<file path="src/rtl/alu_ctrl_pipe_if.sv">
// Handshake bundle between ID-stage control, the ALU control decoder and the EX-stage ALU.
// master = upstream/EX side driving requests and OutReady; slave = the decoder itself.
interface alu_ctrl_pipe_if #(
    parameter int unsigned OP_W = 6
);
    logic            InValid;
    logic            InReady;
    logic [31:0]     Instr;
    logic [1:0]      ALUOp;
    logic            OutValid;
    logic            OutReady;
    logic [OP_W-1:0] ALUCtl;
    logic            OutMulti;
    logic            Illegal;
    logic            HiLoWe;
    logic            Busy;

    modport master (
        output InValid,
        output Instr,
        output ALUOp,
        output OutReady,
        input  InReady,
        input  OutValid,
        input  ALUCtl,
        input  OutMulti,
        input  Illegal,
        input  HiLoWe,
        input  Busy
    );

    modport slave (
        input  InValid,
        input  Instr,
        input  ALUOp,
        input  OutReady,
        output InReady,
        output OutValid,
        output ALUCtl,
        output OutMulti,
        output Illegal,
        output HiLoWe,
        output Busy
    );
endinterface

</file>
<file path="src/rtl/alu_ctrl_pipe.sv">
// Registered ALU control decoder with a stall FSM for multi-cycle HI/LO ops.
// Optional feature: define ALUCTL_ROTATE_EN to decode srl/srlv with the R bit as ROTR.
module alu_ctrl_pipe #(
    parameter int unsigned OP_W       = 6,
    parameter int unsigned MUL_CYCLES = 4
) (
    input logic           Clk,
    input logic           Reset,
    alu_ctrl_pipe_if.slave bus
);

    localparam int unsigned CntW = (MUL_CYCLES > 2) ? $clog2(MUL_CYCLES) : 1;

    localparam logic [5:0] CodeAdd  = 6'd0;
    localparam logic [5:0] CodeSub  = 6'd1;
    localparam logic [5:0] CodeMul  = 6'd2;
    localparam logic [5:0] CodeAnd  = 6'd3;
    localparam logic [5:0] CodeOr   = 6'd4;
    localparam logic [5:0] CodeSlt  = 6'd5;
    localparam logic [5:0] CodeSll  = 6'd8;
    localparam logic [5:0] CodeSrl  = 6'd9;
    localparam logic [5:0] CodeMadd = 6'd11;
    localparam logic [5:0] CodeMsub = 6'd12;
    localparam logic [5:0] CodeXor  = 6'd13;
    localparam logic [5:0] CodeNor  = 6'd14;
    localparam logic [5:0] CodeRotr = 6'd17;
    localparam logic [5:0] CodeSra  = 6'd35;
    localparam logic [5:0] CodeSltu = 6'd50;
    localparam logic [5:0] CodeIll  = 6'd63;

    localparam logic [5:0] OpSpecial  = 6'b000000;
    localparam logic [5:0] OpSpecial2 = 6'b011100;

    if (OP_W < 6) begin : gen_opw_chk
        $error("OP_W must be at least 6");
    end
    if (MUL_CYCLES < 2) begin : gen_mul_chk
        $error("MUL_CYCLES must be at least 2");
    end

    typedef enum logic {
        StRun,
        StMwait
    } state_e;

    state_e          state_q, state_d;
    logic [CntW-1:0] count_q, count_d;
    logic            out_valid_q, out_valid_d;
    logic [OP_W-1:0] alu_ctl_q, alu_ctl_d;
    logic            out_multi_q, out_multi_d;
    logic            illegal_q, illegal_d;

    logic            in_ready;
    logic            hi_lo_we;
    logic            busy;

    logic [5:0]      opcode;
    logic [5:0]      funct;
    logic            rot_srl;
    logic            rot_srlv;
    logic [5:0]      dec_code;
    logic            dec_multi;
    logic            dec_illegal;
    logic [OP_W-1:0] dec_ctl_w;

    // Most instruction fields (rs/rt/rd/imm) are irrelevant to ALU control.
    logic unused_instr;
    assign unused_instr = ^bus.Instr;

    assign opcode = bus.Instr[31:26];
    assign funct  = bus.Instr[5:0];

`ifdef ALUCTL_ROTATE_EN
    assign rot_srl  = bus.Instr[21];
    assign rot_srlv = bus.Instr[6];
`else
    assign rot_srl  = 1'b0;
    assign rot_srlv = 1'b0;
`endif

    always_comb begin
        dec_code  = CodeIll;
        dec_multi = 1'b0;
        case (bus.ALUOp)
            2'b00: dec_code = CodeAdd;
            2'b01: dec_code = CodeSub;
            2'b10: begin
                if (opcode == OpSpecial) begin
                    case (funct)
                        6'b100000, 6'b100001: dec_code = CodeAdd;
                        6'b100010, 6'b100011: dec_code = CodeSub;
                        6'b100100:            dec_code = CodeAnd;
                        6'b100101:            dec_code = CodeOr;
                        6'b100110:            dec_code = CodeXor;
                        6'b100111:            dec_code = CodeNor;
                        6'b101010:            dec_code = CodeSlt;
                        6'b101011:            dec_code = CodeSltu;
                        6'b000000, 6'b000100: dec_code = CodeSll;
                        6'b000010:            dec_code = rot_srl ? CodeRotr : CodeSrl;
                        6'b000110:            dec_code = rot_srlv ? CodeRotr : CodeSrl;
                        6'b000011, 6'b000111: dec_code = CodeSra;
                        6'b011000, 6'b011001: begin
                            dec_code  = CodeMul;
                            dec_multi = 1'b1;
                        end
                        default:              dec_code = CodeIll;
                    endcase
                end else if (opcode == OpSpecial2) begin
                    case (funct)
                        6'b000010: dec_code = CodeMul;
                        6'b000000: begin
                            dec_code  = CodeMadd;
                            dec_multi = 1'b1;
                        end
                        6'b000100: begin
                            dec_code  = CodeMsub;
                            dec_multi = 1'b1;
                        end
                        default:   dec_code = CodeIll;
                    endcase
                end
            end
            default: begin
                case (opcode)
                    6'b001000, 6'b001001: dec_code = CodeAdd;
                    6'b001100:            dec_code = CodeAnd;
                    6'b001101:            dec_code = CodeOr;
                    6'b001110:            dec_code = CodeXor;
                    6'b001010:            dec_code = CodeSlt;
                    6'b001011:            dec_code = CodeSltu;
                    default:              dec_code = CodeIll;
                endcase
            end
        endcase
        dec_illegal = (dec_code == CodeIll);
    end

    always_comb begin
        dec_ctl_w      = '0;
        dec_ctl_w[5:0] = dec_code;
    end

    always_comb begin
        state_d     = state_q;
        count_d     = count_q;
        out_valid_d = out_valid_q;
        alu_ctl_d   = alu_ctl_q;
        out_multi_d = out_multi_q;
        illegal_d   = illegal_q;
        in_ready    = 1'b0;
        hi_lo_we    = 1'b0;
        busy        = 1'b0;

        case (state_q)
            StRun: begin
                // A pending multi op blocks intake: its handoff cycle moves us to MWAIT.
                in_ready = !out_valid_q || (bus.OutReady && !out_multi_q);
                if (out_valid_q && bus.OutReady) begin
                    out_valid_d = 1'b0;
                    if (out_multi_q) begin
                        state_d = StMwait;
                        count_d = CntW'(MUL_CYCLES - 1);
                    end
                end
                if (bus.InValid && in_ready) begin
                    out_valid_d = 1'b1;
                    alu_ctl_d   = dec_ctl_w;
                    out_multi_d = dec_multi;
                    illegal_d   = dec_illegal;
                end
            end
            StMwait: begin
                busy    = 1'b1;
                count_d = count_q - CntW'(1);
                if (count_q == CntW'(1)) begin
                    hi_lo_we = 1'b1;
                    state_d  = StRun;
                end
            end
            default: state_d = StRun;
        endcase
    end

    always_ff @(posedge Clk or posedge Reset) begin
        if (Reset) begin
            state_q     <= StRun;
            count_q     <= '0;
            out_valid_q <= 1'b0;
            alu_ctl_q   <= '0;
            out_multi_q <= 1'b0;
            illegal_q   <= 1'b0;
        end else begin
            state_q     <= state_d;
            count_q     <= count_d;
            out_valid_q <= out_valid_d;
            alu_ctl_q   <= alu_ctl_d;
            out_multi_q <= out_multi_d;
            illegal_q   <= illegal_d;
        end
    end

    assign bus.InReady  = in_ready;
    assign bus.OutValid = out_valid_q;
    assign bus.ALUCtl   = alu_ctl_q;
    assign bus.OutMulti = out_multi_q;
    assign bus.Illegal  = illegal_q;
    assign bus.HiLoWe   = hi_lo_we;
    assign bus.Busy     = busy;

endmodule

</file>
<file path="src/flat_wrapper.sv">
// flat-port wrapper written by rule: the top's interface ports become plain ports
module alu_ctrl_pipe_flat 
#(
    parameter int unsigned OP_W       = 6,
    parameter int unsigned MUL_CYCLES = 4
)
  (Clk, Reset, bus_InValid, bus_Instr, bus_ALUOp, bus_OutReady, bus_InReady, bus_OutValid, bus_ALUCtl, bus_OutMulti, bus_Illegal, bus_HiLoWe, bus_Busy);
  alu_ctrl_pipe_if #(.OP_W(OP_W)) bus_i ();
  input logic Clk;
  input logic Reset;
  input wire logic [$bits(bus_i.InValid)-1:0] bus_InValid;
  input wire logic [$bits(bus_i.Instr)-1:0] bus_Instr;
  input wire logic [$bits(bus_i.ALUOp)-1:0] bus_ALUOp;
  input wire logic [$bits(bus_i.OutReady)-1:0] bus_OutReady;
  output wire logic [$bits(bus_i.InReady)-1:0] bus_InReady;
  output wire logic [$bits(bus_i.OutValid)-1:0] bus_OutValid;
  output wire logic [$bits(bus_i.ALUCtl)-1:0] bus_ALUCtl;
  output wire logic [$bits(bus_i.OutMulti)-1:0] bus_OutMulti;
  output wire logic [$bits(bus_i.Illegal)-1:0] bus_Illegal;
  output wire logic [$bits(bus_i.HiLoWe)-1:0] bus_HiLoWe;
  output wire logic [$bits(bus_i.Busy)-1:0] bus_Busy;
  assign bus_i.InValid = bus_InValid;
  assign bus_i.Instr = bus_Instr;
  assign bus_i.ALUOp = bus_ALUOp;
  assign bus_i.OutReady = bus_OutReady;
  assign bus_InReady = bus_i.InReady;
  assign bus_OutValid = bus_i.OutValid;
  assign bus_ALUCtl = bus_i.ALUCtl;
  assign bus_OutMulti = bus_i.OutMulti;
  assign bus_Illegal = bus_i.Illegal;
  assign bus_HiLoWe = bus_i.HiLoWe;
  assign bus_Busy = bus_i.Busy;
  alu_ctrl_pipe #(.OP_W(OP_W), .MUL_CYCLES(MUL_CYCLES)) u_core (.Clk(Clk), .Reset(Reset), .bus(bus_i));
endmodule
</file>
<file path="config.mk">
export PLATFORM = sky130hd
export DESIGN_NAME = alu_ctrl_pipe_flat
export DESIGN_NICKNAME = d
export VERILOG_FILES = /design/src/rtl/alu_ctrl_pipe_if.sv /design/src/rtl/alu_ctrl_pipe.sv /design/src/flat_wrapper.sv
export SDC_FILE = /design/constraint.sdc
export NUM_CORES = 1
export LEC_CHECK = 0
export ABC_AREA = 1
export ABC_CLOCK_PERIOD_IN_PS = 1300
export CAP_MARGIN = 20
export CORE_MARGIN = 2
export CORE_UTILIZATION = 37
export CTS_CLUSTER_SIZE = 30
export DETAILED_ROUTE_END_ITERATION = 16
export MAX_ROUTING_LAYER = met4
export PLACE_DENSITY = 0.87
export REMOVE_ABC_BUFFERS = 1
export SLEW_MARGIN = 20
export SYNTH_ARGS = -nofsm -noshare
export SYNTH_HDL_FRONTEND = slang
export SYNTH_SLANG_ARGS = --single-unit
</file>
<file path="constraint.sdc">
create_clock -name Clk -period 1.3 [get_ports Clk]
set_input_delay 0.195 -clock Clk [delete_from_list [all_inputs] [get_ports Clk]]
set_output_delay 0.195 -clock Clk [all_outputs]
set_load 0.05 [all_outputs]
</file>
==> reports/metrics.cfg <==
[synth]
synth_area_leader_cell = dfrtp_1
synthTopCellsByCount = nand2_1, inv_1, nand3_1
postSynthCellCount = 176
synth.distinct_cells = 20
yosys_warnings = 0
synth-main-ff-cell = dfrtp_1
ys_seq_area_frac = 0.288
synth-seq-cells = 12
yosysTopAreaCellShare = 0.288
async_reset_ff_frac = 1.00
synth_area_leaders = dfrtp_1, nand2_1, nand3_1
synth.most_common_cell = nand2_1
postSynthAreaPerCell_um2 = 5.92
synth_enable_flop_cells = 0
netlist_area_mm2 = 0.00104

[global_route]
grt_pass1_vias = 1348
grt_max_degree = 13
grt_pass1_wl_um = 5380
grt_use_total = 0.213
grt-ovfl-total = 0
antenna_found_initial = 0

[timing]
skew_ns = 0.00128
timing.final.crit_share = 1.08
min_period_ns = 1.40
relSlewSlack = 0.700
setup_viol = 5
rsz0062_at_grt = true
fmax_mhz = 715
drv_slew = 0
hold_viol_final = 0
worst_pin_slew_ns = 0.450
layout_setup_ws_ns = -0.0991

[cts]
hold_buffers = 0
clk_path_buf_depth = 2
cts.sinks = 12
cts_buffers = 3
clkTransAtPathRegs_ns = 0.08
clk_latency_ns = 0.28
htreeDepth = 1
tritoncts = yes
clk_root_buffer_cell = clkbuf_4

[place]
dp.cells = 262
dp_hpwl_um = 2280
gp_congestion = 0.885
io_buffers = 29

[routing]
first_pass_iters = 4
top_layer = met4
vias_per_cell = 5.42
drcViolationCount = 0
wl_met2_um = 2000
drt-total-wl_um = 3950
wl_met1_um = 1380
antenna_left = 0
wire_per_inst_um = 14.1
vias = 1522
route.met3.wl_um = 333
drt_iter0_markers = 41

[power_and_ir_drop]
pwr-share-seq = 0.240
power.net_switching_uw = 1190
leakagePower_uw = 0.00101
p_sw_frac = 0.444
p_total_uw = 2690
pwr-share-clk = 0.115
comb_power_share = 0.644
power.density_mw_per_mm2 = 1400
irDropWorstVdd_v = 0.00143
p_int_uw = 1500

[floorplanning]
initial_core_util = 0.385
rows = 19
die_w_um = 57.1
coreArea_mm2 = 0.00271
num_io_pins = 50
die-area_mm2 = 0.00326
die-height_um = 57.1

[run]
maxCapViolCount = 0

[status]
outcome = finished with violations
violations = negative setup slack

[final_layout]
area_growth_pct = 84.3
fin_cells = 281
fin_util = 0.709
drive_above_1_share = 0.460
diodes = 0
layout.nets = 290

[setup_path]
r2r_setup_slack_ns = 0.06
setup.worst_path.end_class = flip-flop
crit_type = primary input to flip-flop
cp-start-kind = primary input
worstPathMaxFanout = 6
cp.arrival_ns = 1.55
critPathRequiredTime_ns = 1.46

[hold_path]
hold_path.class = primary input to asynchronous set/reset pin

==> state kept, by name, indices dropped and copies added, names as in the netlist <==
register             cells
u_core.bus.OutValid      1
u_core.bus.OutMulti      1
u_core.bus.Illegal       1
u_core.bus.ALUCtl        6
u_core.count_q           2
u_core.state_q           1
==> what timing repair did <==
action,4_1_cts,5_1_grt
resized for setup,30,50
buffers inserted,7,8
endpoints found under the hold margin,0,0
pin swaps,10,25
setup endpoints to repair,10,10
==> power groups by stage <==
stage               clock, uW  combinational, uW  sequential (uW)
floorplan                   0                373              986
global placement            0               1550              644
detailed placement          0               1570              644
CTS                       310               1630              635
global route              325               1830              658
finish                    311               1730              646
==> cell usage in the layout, fill, tap and decap left out, types with 2 or more instances in the layout <==
master / count
a21oi_1: 2
a31oi_1: 2
buf_12: 12
buf_4: 40
clkbuf_2: 11
clkbuf_4: 3
clkdlybuf4s50_1: 4
dfrtp_1: 12
inv_1: 17
inv_2: 9
nand2_1: 53
nand2_2: 12
nand3_1: 14
nand3_2: 7
nand4_1: 3
nor2_1: 13
nor2_2: 6
nor2_4: 8
nor3_1: 2
o21ai_0: 6
==> kinds of logic after synthesis <==
kind of cell / after synthesis / synth area share
simple gates: 122 / 0.525
buf+inv: 26 / 0.0936
compound gates: 15 / 0.0816
flops: 12 / 0.288
fa+ha+maj: 1 / 0.0120
==> worst paths after layout <==
kind / to / from / cells after the start
setup / recovery: u_core.bus.ALUCtl[2] / bus_Instr[4] / 10
hold / removal: u_core.count_q[1] / Reset / 2
setup reg to reg: u_core.bus.ALUCtl[2] / u_core.bus.OutValid / 6
hold reg to reg: u_core.bus.ALUCtl[4] / u_core.bus.ALUCtl[4] / 2
max in group asynchronous: u_core.bus.ALUCtl[1] / Reset / 2
min in group Clk: u_core.bus.OutMulti / bus_ALUOp[1] / 6
==> final cells by class <==
type,instances,area (um2)
tap,31,38.8
sequential,12,300
timing repair buffer,70,669
multi-input combinational,138,778
clock buffer,4,36.3
inverter,26,97.6
fill,196,790
==> worst max-delay path: stages <==
cell and delay [ns]:
clkbuf_2 0.11, buf_6 0.12, nor2_4 0.19, nand3_2 0.14
nand2_2 0.12, nor2_2 0.05, nand2_2 0.12, nand3_1 0.12
a21oi_1 0.24, o21ai_0 0.13
==> layer usage <==
layer / GRT usage / up-vias
met2: 0.381 / 99
met1: 0.234 / 687
li1: - / 705
met5: - / -
met4: 0.0930 / 0
met3: 0.0272 / 31
==> per-stage QoR <==
stage / setup TNS [ns] / instance area (um2) / hold WS [ns] / setup slack (ns)
floorplan: -2.25 / 1040 / 0.0597 / -0.332
global placement: -3.62 / 1690 / 0.496 / -0.486
detailed placement: -4.01 / 1690 / 0.512 / -0.528
CTS: -0.0908 / 1820 / 0.226 / -0.0788
global route: -0.594 / 1920 / 0.272 / -0.138
finish: -0.296 / 1920 / 0.209 / -0.0991
No activity file was read; power rests on OpenSTA's default activity.
